$ cat config.mk
export PLATFORM = sky130hd
export DESIGN_NAME = pipe_ctrl
export DESIGN_NICKNAME = d
export VERILOG_FILES = /design/src/rtl/pipe_ctrl.sv
export SDC_FILE = /design/constraint.sdc
export NUM_CORES = 1
export LEC_CHECK = 0
export CAP_MARGIN = 10
export CORE_MARGIN = 1
export CORE_UTILIZATION = 39
export CTS_CLUSTER_SIZE = 28
export DETAILED_ROUTE_END_ITERATION = 6
export PLACE_DENSITY = 0.79
export SKIP_CTS_REPAIR_TIMING = 1
export SLEW_MARGIN = 0
export SYNTH_ARGS = -nofsm -noshare
export SYNTH_HDL_FRONTEND = slang
export SYNTH_SLANG_ARGS = --single-unit
$ cat constraint.sdc
create_clock -name clk_i -period 1.49 [get_ports clk_i]
set_clock_uncertainty 0.05 [all_clocks]
set_input_delay 0.2235 -clock clk_i [delete_from_list [all_inputs] [get_ports clk_i]]
set_output_delay 0.2235 -clock clk_i [all_outputs]
set_load 0.02 [all_outputs]
$ cat src/rtl/pipe_ctrl.sv
// Pipelined control unit: decodes the ID instruction and carries control through EX/MEM/WB.
// Define CTRL_LOAD_USE_EN to enable load-use hazard detection and stall.
module pipe_ctrl #(
    parameter int unsigned ALUOP_W = 3,
    parameter int unsigned MUL_LAT = 3,
    parameter int unsigned REG_W   = 5
) (
    input  logic               clk_i,
    input  logic               rst_i,
    input  logic [31:0]        instr_i,
    input  logic               flush_i,
    output logic [ALUOP_W-1:0] ex_alu_op_o,
    output logic               ex_alu_src_o,
    output logic               ex_branch_o,
    output logic [REG_W-1:0]   ex_rd_o,
    output logic               mem_read_o,
    output logic               mem_write_o,
    output logic [REG_W-1:0]   mem_rd_o,
    output logic               wb_reg_write_o,
    output logic               wb_mem_to_reg_o,
    output logic [REG_W-1:0]   wb_rd_o,
    output logic               stall_o
);

    localparam int unsigned CNT_W = $clog2(MUL_LAT + 1);

    localparam logic [6:0] OPC_R      = 7'b0110011;
    localparam logic [6:0] OPC_I      = 7'b0010011;
    localparam logic [6:0] OPC_LOAD   = 7'b0000011;
    localparam logic [6:0] OPC_STORE  = 7'b0100011;
    localparam logic [6:0] OPC_BRANCH = 7'b1100011;

    localparam logic [ALUOP_W-1:0] ALU_ADD = ALUOP_W'(0);
    localparam logic [ALUOP_W-1:0] ALU_SUB = ALUOP_W'(2);
    localparam logic [ALUOP_W-1:0] ALU_MUL = ALUOP_W'(3);

    localparam logic [CNT_W-1:0] CNT_LOAD = CNT_W'(MUL_LAT - 1);
    localparam logic [CNT_W-1:0] CNT_ONE  = CNT_W'(1);

    typedef enum logic {
        S_IDLE = 1'b0,
        S_BUSY = 1'b1
    } state_t;

    state_t             r_state;
    state_t             w_state_nxt;
    logic [CNT_W-1:0]   r_cnt;
    logic [CNT_W-1:0]   w_cnt_nxt;

    logic [ALUOP_W-1:0] w_alu_op;
    logic               w_alu_src;
    logic               w_branch;
    logic               w_mem_read;
    logic               w_mem_write;
    logic               w_reg_write;
    logic               w_mem_to_reg;
    logic [REG_W-1:0]   w_rd;
    logic               w_is_mul;

    logic               w_load_use;
    logic               w_mul_enter;
    logic               w_busy;
    logic               w_busy_last;
    logic               w_unused;

    logic [ALUOP_W-1:0] r_ex_alu_op;
    logic               r_ex_alu_src;
    logic               r_ex_branch;
    logic               r_ex_mem_read;
    logic               r_ex_mem_write;
    logic               r_ex_reg_write;
    logic               r_ex_mem_to_reg;
    logic [REG_W-1:0]   r_ex_rd;

    logic               r_mem_read;
    logic               r_mem_write;
    logic               r_mem_reg_write;
    logic               r_mem_mem_to_reg;
    logic [REG_W-1:0]   r_mem_rd;

    logic               r_wb_reg_write;
    logic               r_wb_mem_to_reg;
    logic [REG_W-1:0]   r_wb_rd;

    // Opcode decode of the ID-stage instruction; unknown opcodes decode as a bubble
    always_comb begin
        w_alu_op     = ALU_ADD;
        w_alu_src    = 1'b0;
        w_branch     = 1'b0;
        w_mem_read   = 1'b0;
        w_mem_write  = 1'b0;
        w_reg_write  = 1'b0;
        w_mem_to_reg = 1'b0;
        w_rd         = '0;
        w_is_mul     = 1'b0;
        case (instr_i[6:0])
            OPC_R: begin
                w_reg_write = 1'b1;
                w_rd        = REG_W'(instr_i[11:7]);
                if (instr_i[30]) begin
                    w_alu_op = ALU_SUB;
                end else if (instr_i[25]) begin
                    w_alu_op = ALU_MUL;
                    w_is_mul = 1'b1;
                end else begin
                    w_alu_op = ALUOP_W'(instr_i[14:12]);
                end
            end
            OPC_I: begin
                w_alu_src   = 1'b1;
                w_reg_write = 1'b1;
                w_rd        = REG_W'(instr_i[11:7]);
                w_alu_op    = ALUOP_W'(instr_i[14:12]);
            end
            OPC_LOAD: begin
                w_alu_src    = 1'b1;
                w_reg_write  = 1'b1;
                w_mem_read   = 1'b1;
                w_mem_to_reg = 1'b1;
                w_rd         = REG_W'(instr_i[11:7]);
            end
            OPC_STORE: begin
                w_alu_src   = 1'b1;
                w_mem_write = 1'b1;
            end
            OPC_BRANCH: begin
                w_branch = 1'b1;
                w_alu_op = ALU_SUB;
            end
            default: ;
        endcase
    end

    assign w_unused = ^instr_i;

`ifdef CTRL_LOAD_USE_EN
    logic w_uses_rs2;
    assign w_uses_rs2 = (instr_i[6:0] == OPC_R) || (instr_i[6:0] == OPC_STORE) ||
                        (instr_i[6:0] == OPC_BRANCH);
    assign w_load_use = r_ex_mem_read && (r_ex_rd != '0) &&
                        ((r_ex_rd == REG_W'(instr_i[19:15])) ||
                         (w_uses_rs2 && (r_ex_rd == REG_W'(instr_i[24:20]))));
`else
    assign w_load_use = 1'b0;
`endif

    assign w_mul_enter = w_is_mul && !w_load_use && !flush_i;

    // MUL FSM state register
    always_ff @(posedge clk_i or posedge rst_i) begin
        if (rst_i) begin
            r_state <= S_IDLE;
            r_cnt   <= '0;
        end else begin
            r_state <= w_state_nxt;
            r_cnt   <= w_cnt_nxt;
        end
    end

    // MUL FSM next state; the final BUSY edge (counter at 1) releases EX
    always_comb begin
        w_state_nxt = r_state;
        w_cnt_nxt   = r_cnt;
        case (r_state)
            S_IDLE: begin
                if (w_mul_enter && (MUL_LAT > 1)) begin
                    w_state_nxt = S_BUSY;
                    w_cnt_nxt   = CNT_LOAD;
                end
            end
            S_BUSY: begin
                w_cnt_nxt = r_cnt - CNT_ONE;
                if (r_cnt == CNT_ONE) begin
                    w_state_nxt = S_IDLE;
                end
            end
            default: w_state_nxt = S_IDLE;
        endcase
    end

    // MUL FSM outputs
    always_comb begin
        w_busy      = 1'b0;
        w_busy_last = 1'b0;
        case (r_state)
            S_BUSY: begin
                w_busy      = 1'b1;
                w_busy_last = (r_cnt == CNT_ONE);
            end
            default: ;
        endcase
    end

    assign stall_o = w_busy || w_load_use;

    // EX register: holds during MUL, bubbles on load-use, flush and MUL release
    always_ff @(posedge clk_i or posedge rst_i) begin
        if (rst_i) begin
            r_ex_alu_op     <= '0;
            r_ex_alu_src    <= 1'b0;
            r_ex_branch     <= 1'b0;
            r_ex_mem_read   <= 1'b0;
            r_ex_mem_write  <= 1'b0;
            r_ex_reg_write  <= 1'b0;
            r_ex_mem_to_reg <= 1'b0;
            r_ex_rd         <= '0;
        end else if (w_busy && !w_busy_last) begin
            r_ex_alu_op     <= r_ex_alu_op;
        end else if (w_busy_last || w_load_use || flush_i) begin
            r_ex_alu_op     <= '0;
            r_ex_alu_src    <= 1'b0;
            r_ex_branch     <= 1'b0;
            r_ex_mem_read   <= 1'b0;
            r_ex_mem_write  <= 1'b0;
            r_ex_reg_write  <= 1'b0;
            r_ex_mem_to_reg <= 1'b0;
            r_ex_rd         <= '0;
        end else begin
            r_ex_alu_op     <= w_alu_op;
            r_ex_alu_src    <= w_alu_src;
            r_ex_branch     <= w_branch;
            r_ex_mem_read   <= w_mem_read;
            r_ex_mem_write  <= w_mem_write;
            r_ex_reg_write  <= w_reg_write;
            r_ex_mem_to_reg <= w_mem_to_reg;
            r_ex_rd         <= w_rd;
        end
    end

    // MEM register: bubble while a MUL is still occupying EX
    always_ff @(posedge clk_i or posedge rst_i) begin
        if (rst_i) begin
            r_mem_read       <= 1'b0;
            r_mem_write      <= 1'b0;
            r_mem_reg_write  <= 1'b0;
            r_mem_mem_to_reg <= 1'b0;
            r_mem_rd         <= '0;
        end else if (w_busy && !w_busy_last) begin
            r_mem_read       <= 1'b0;
            r_mem_write      <= 1'b0;
            r_mem_reg_write  <= 1'b0;
            r_mem_mem_to_reg <= 1'b0;
            r_mem_rd         <= '0;
        end else begin
            r_mem_read       <= r_ex_mem_read;
            r_mem_write      <= r_ex_mem_write;
            r_mem_reg_write  <= r_ex_reg_write;
            r_mem_mem_to_reg <= r_ex_mem_to_reg;
            r_mem_rd         <= r_ex_rd;
        end
    end

    // WB register always advances
    always_ff @(posedge clk_i or posedge rst_i) begin
        if (rst_i) begin
            r_wb_reg_write  <= 1'b0;
            r_wb_mem_to_reg <= 1'b0;
            r_wb_rd         <= '0;
        end else begin
            r_wb_reg_write  <= r_mem_reg_write;
            r_wb_mem_to_reg <= r_mem_mem_to_reg;
            r_wb_rd         <= r_mem_rd;
        end
    end

    assign ex_alu_op_o     = r_ex_alu_op;
    assign ex_alu_src_o    = r_ex_alu_src;
    assign ex_branch_o     = r_ex_branch;
    assign ex_rd_o         = r_ex_rd;
    assign mem_read_o      = r_mem_read;
    assign mem_write_o     = r_mem_write;
    assign mem_rd_o        = r_mem_rd;
    assign wb_reg_write_o  = r_wb_reg_write;
    assign wb_mem_to_reg_o = r_wb_mem_to_reg;
    assign wb_rd_o         = r_wb_rd;

endmodule

=== Word level (Yosys, flattened, before mapping) ===
Index checks and enable logic that the tools add are counted.

* Add/sub/neg operators: 1
* Eq/ne operators: 7
* Multiplexer cells: 30
* Bitwise gates (word level): 1
* Reductions and logical operators: 7

{| class="wikitable"
|+ Operators with widths
! operator !! count
|-
| $mux 1 || 20
|-
| $mux 5 || 3
|-
| $eq 7x6->1 const B || 2
|-
| $mux 3 || 3
|-
| $pmux 3 s3 || 1
|-
| $eq 7x2->1 const B || 1
|-
| $eq 7x5->1 const B || 1
|-
| $eq 7x7->1 const B || 1
|-
| $reduce_or 3->1 || 2
|-
| $pmux 2 s2 || 1
|-
| $eq 2x1->1 const B || 1
|-
| $logic_and 1x1->1 || 2
|-
| $logic_not 1->1 || 2
|-
| $mux 2 || 1
|-
| $ne 2x2->1 const B || 1
|-
| $pmux 1 s2 || 1
|-
| $sub 2x1->2 const B || 1
|-
| $logic_or 1x1->1 || 1
|-
| $not 1->1 || 1
|}

* Register bits after elaboration: 31
* Input bits: 35
* Output and inout port bits: 25
* Word-level logic and storage cells: 62

=== Depth between registers and ports, before layout ===
* Depth in word-level cells: 6
* Gate-level depth with buffers: 6

=== Worst setup path before layout ===
Ideal clock, no wire load.

* Path type: reg-to-reg
* Start: register r_state
* End: register r_ex_rd[0], in the netlist ex_rd_o[0]
* Arrival time: 1.340 ns
* Data required time: 1.374 ns
* Slack: 0.034 ns
* Stages on the path, launching flop included: 4
* Path buffers: 0
* Clock period less this slack: 1.456 ns
* Cells stage by stage: dfrtp_1 -> or3_1 -> nor3_2 -> a22o_1

* Cells in the longest elaborated chain, start to end: 3
* Elaborated cells on any way between the ends: 6
* Those cells by class: mux (3); reduce/logical (3)

{| class="wikitable"
|+ RTL lines
! item !! line !! text
|-
| start: declaration || 45 || <nowiki>state_t r_state;</nowiki>
|-
| start signal: assignment || 155 || <nowiki>r_state <= w_state_nxt;</nowiki>
|-
| $mux 1 || 185 || <nowiki>case (r_state)</nowiki>
|-
| $logic_or 1x1->1 / $logic_not 1->1 (equally long branches) || 209, 207 ||
|-
| $mux 5 / $logic_and 1x1->1 (equally long branches) || 209, 207 ||
|-
| end signal: assignment || 226 || <nowiki>r_ex_rd <= w_rd;</nowiki>
|-
| end: declaration || 73 || <nowiki>logic [REG_W-1:0] r_ex_rd;</nowiki>
|}

Parallel ways exist; a longest one is shown, timed or not.
A chain may end at the register's enable or synchronous reset.

=== Worst setup path in the final report ===
* Start: input instr_i[2]
* End: register r_cnt[0]

* Cells in the longest elaborated chain, start to end: 4

{| class="wikitable"
|+ RTL lines
! item !! line !! text
|-
| start: declaration || 10 || <nowiki>input logic [31:0] instr_i,</nowiki>
|-
| $eq 7x6->1 || 96 || <nowiki>case (instr_i[6:0])</nowiki>
|-
| $mux 1 || 96 ||
|-
| $logic_and 1x1->1 || 147 || <nowiki>assign w_mul_enter = w_is_mul && !w_load_use && !flush_i;</nowiki>
|-
| $ne 2x2->1 (no line) || - ||
|-
| end signal: assignment || 156 || <nowiki>r_cnt <= w_cnt_nxt;</nowiki>
|-
| end: declaration || 47 || <nowiki>logic [CNT_W-1:0] r_cnt;</nowiki>
|}

No other way between the ends.

==> results.toml <==
[floorplanning]
fp.dieW_um = 57.1
num_rows = 19
die_h_um = 57.1
initial_core_util_pct = 42.2
io_pins = 60
die_area_um2 = 3260
placeableCoreArea_um2 = 2810

[place]
place_hpwl_mm = 1.98
place_congestion = 0.774
io_buffers = 44

[clock_tree]
cts_sinks = 31
cts_buffer_depth = 2
cts.clk_slew.worst_paths_ps = 100
cts_buffers = 5
cts_tree = "built"
cts_root_buffer = "clkbuf_4"
cts_max_level = 2
clk_latency_ps = 330

[power]
combPwrFrac_pct = 12.3
p_int_w = 0.00139
p_leak_nw = 1.33
p_seq_share_pct = 50.0
switching_share_pct = 22.5
power.density_nw_per_um2 = 946
switching_power_w = 0.000404
peakVddDrop_mv = 0.683
p_clk_share_pct = 37.7

[sta]
fin_crit_sh_pct = 95.3
rsz0062_at_grt = "false"
hold_viol_final = 0
fmax_mhz = 704
fin_crit_ps = 1420
maxSlewViolCount = 0
setup_tns_ps = 0
setup_viol = 0
worstMarginPinSlew_ps = 403
slew_headroom_pct = 72.9

[synthesis]
yosysTopAreaCell = "dfrtp_1"
syn_area_um2 = 1180
synthTopCellsByCount = "31 x dfrtp_1, 13 x nor2b_1, 8 x a22o_1, 6 x a21oi_1, 6 x nor2_1"
synth_warnings = 0
synth_cell_types = 23
synth_seq_cells = 31
synth_fp_nets = 127
synth_edf_count = 0
yosys-top-cells-area = "dfrtp_1 66%, nor2b_1 6.9%, a22o_1 5.9%"
ys_async_sr_fraction_pct = 100
synth.yosys.seq_area_share_pct = 65.5
synthCells = 91
synth_most_common_cell = "dfrtp_1"
synth_area_per_cell_um2 = 13.0
synthFlopType = "dfrtp_1"
synth_top_area_share_pct = 65.5

[routing]
wl_per_cell_um = 14.5
dr.pass1.iters = 6
drt-initial-drc-count = 25
vias_per_cell = 5.12
vias = 932
route.detailed.drc = 9
wl_mm = 2.64
ant_nets = 0

[worst_setup_path]
r2r-end = "ex_rd_o[4]"
crit_path_start_kind = "input port"
path_class = "input port to flip-flop"
end_kind = "flip-flop"
cp.arrival_ps = 1600
worstReg2RegStart = "r_state"
worstPathMaxFanout = 3
r2r_setup_slack_ps = 80
critPathRequiredTime_ps = 1670
r2r_cells = 4

[worst_hold_path]
hold_path_class = "input port to asynchronous set/reset pin"

[global_route]
grt_max_degree = 32
grt-ovfl-total = 0
grt_pass1_vias = 954
grt_pass1_wl_mm = 4.29
grtUsageTotal_pct = 17.9
antenna_found_initial = 0

[cells_and_area]
drive_above_1_share_pct = 15.9
area_growth_pct = 60.4
nets = 186
diodes = 0
fin_util_pct = 67.7

[flow_run]
drv_cap = 0

[status]
violations = "design-rule violations"
outcome = "finished with violations"
==> per-layer routing <==
| metal | global-route usage [%] | share of wire [%] | up-vias |
|---|---|---|---|
| li1 | - | - | 442 |
| met1 | 21.9 | 41 | 440 |
| met2 | 28.1 | 49 | 42 |
| met3 | 5.67 | 7.6 | 8 |
| met4 | 10.5 | 2.3 | 0 |
| met5 | 0 | 0 | - |
==> area by class of cell <==
class / count / area, um2
clock buffer: 6 / 51.3
timing repair buffer: 55 / 589
clock inverter: 2 / 35.0
sequential: 31 / 777
tap: 31 / 38.8
fill: 208 / 907
multi-input combinational: 55 / 399
inverter: 2 / 7.51
==> critical path, cell delays in order <==
cell	delay, ps
clkdlybuf4s50_1	410
nand4bb_4	230
or4b_4	560
a21o_1	170
==> worst max-delay path by stage <==
stage,start,slack (ps),depth (start not counted),end
floorplan,r_state,30,3,ex_rd_o[0]
CTS,r_state,-260,1,stall_o
detailed placement,instr_i[2],-310,4,r_cnt[0]
global route,r_state,10,4,ex_rd_o[1]
global placement,instr_i[1],-240,4,r_cnt[0]
finish,instr_i[2],70,4,r_cnt[0]
==> cell families after synthesis <==
kind of cell    synth area share, %
fa+ha+maj                      1.06
buf+inv                        1.69
compound gates                 14.1
flops                          65.5
simple gates                   17.7
==> power by group through the flow <==
stage	Clock [W]	Sequential, W	Combinational (W)
final	0.000677	0.000897	0.000221
after global routing	0.000732	0.000899	0.000247
after CTS	0.000694	0.000896	0.000223
after detailed placement	0	0.000912	0.000223
after global placement	0	0.000909	0.000208
after floorplan	0	0.000913	0.000104
==> cell usage in the layout, fill, tap and decap left out, drive strengths merged <==
cell	n
a2bb2oi	1
or3	2
ha	1
nor3	3
dlymetal6s2s	25
clkbuf	6
a21oi	6
nand3b	1
nor2	6
nand4bb	1
inv	2
or4b	1
bufinv	1
a21o	2
buf	11
nor2b	13
and2	1
clkinv	1
a22o	8
dfrtp	31
nand2	3
a32o	3
o21ai	1
clkdlybuf4s50	19
nand2b	1
o21bai	1
==> metrics by stage <==
step                power [W]  worst slack (ps)  cell area (um2)  cells  hold slack, ps
floorplan             0.00102              33.8             1180     91             277
global placement      0.00112              -240             1730    174             286
detailed placement    0.00114              -306             1730    174             285
CTS                   0.00181              -256             1820    182             221
global route          0.00188              9.91             1900    182             264
finish                0.00179              69.4             1900    182             209
(Power assumes the default switching activity.)
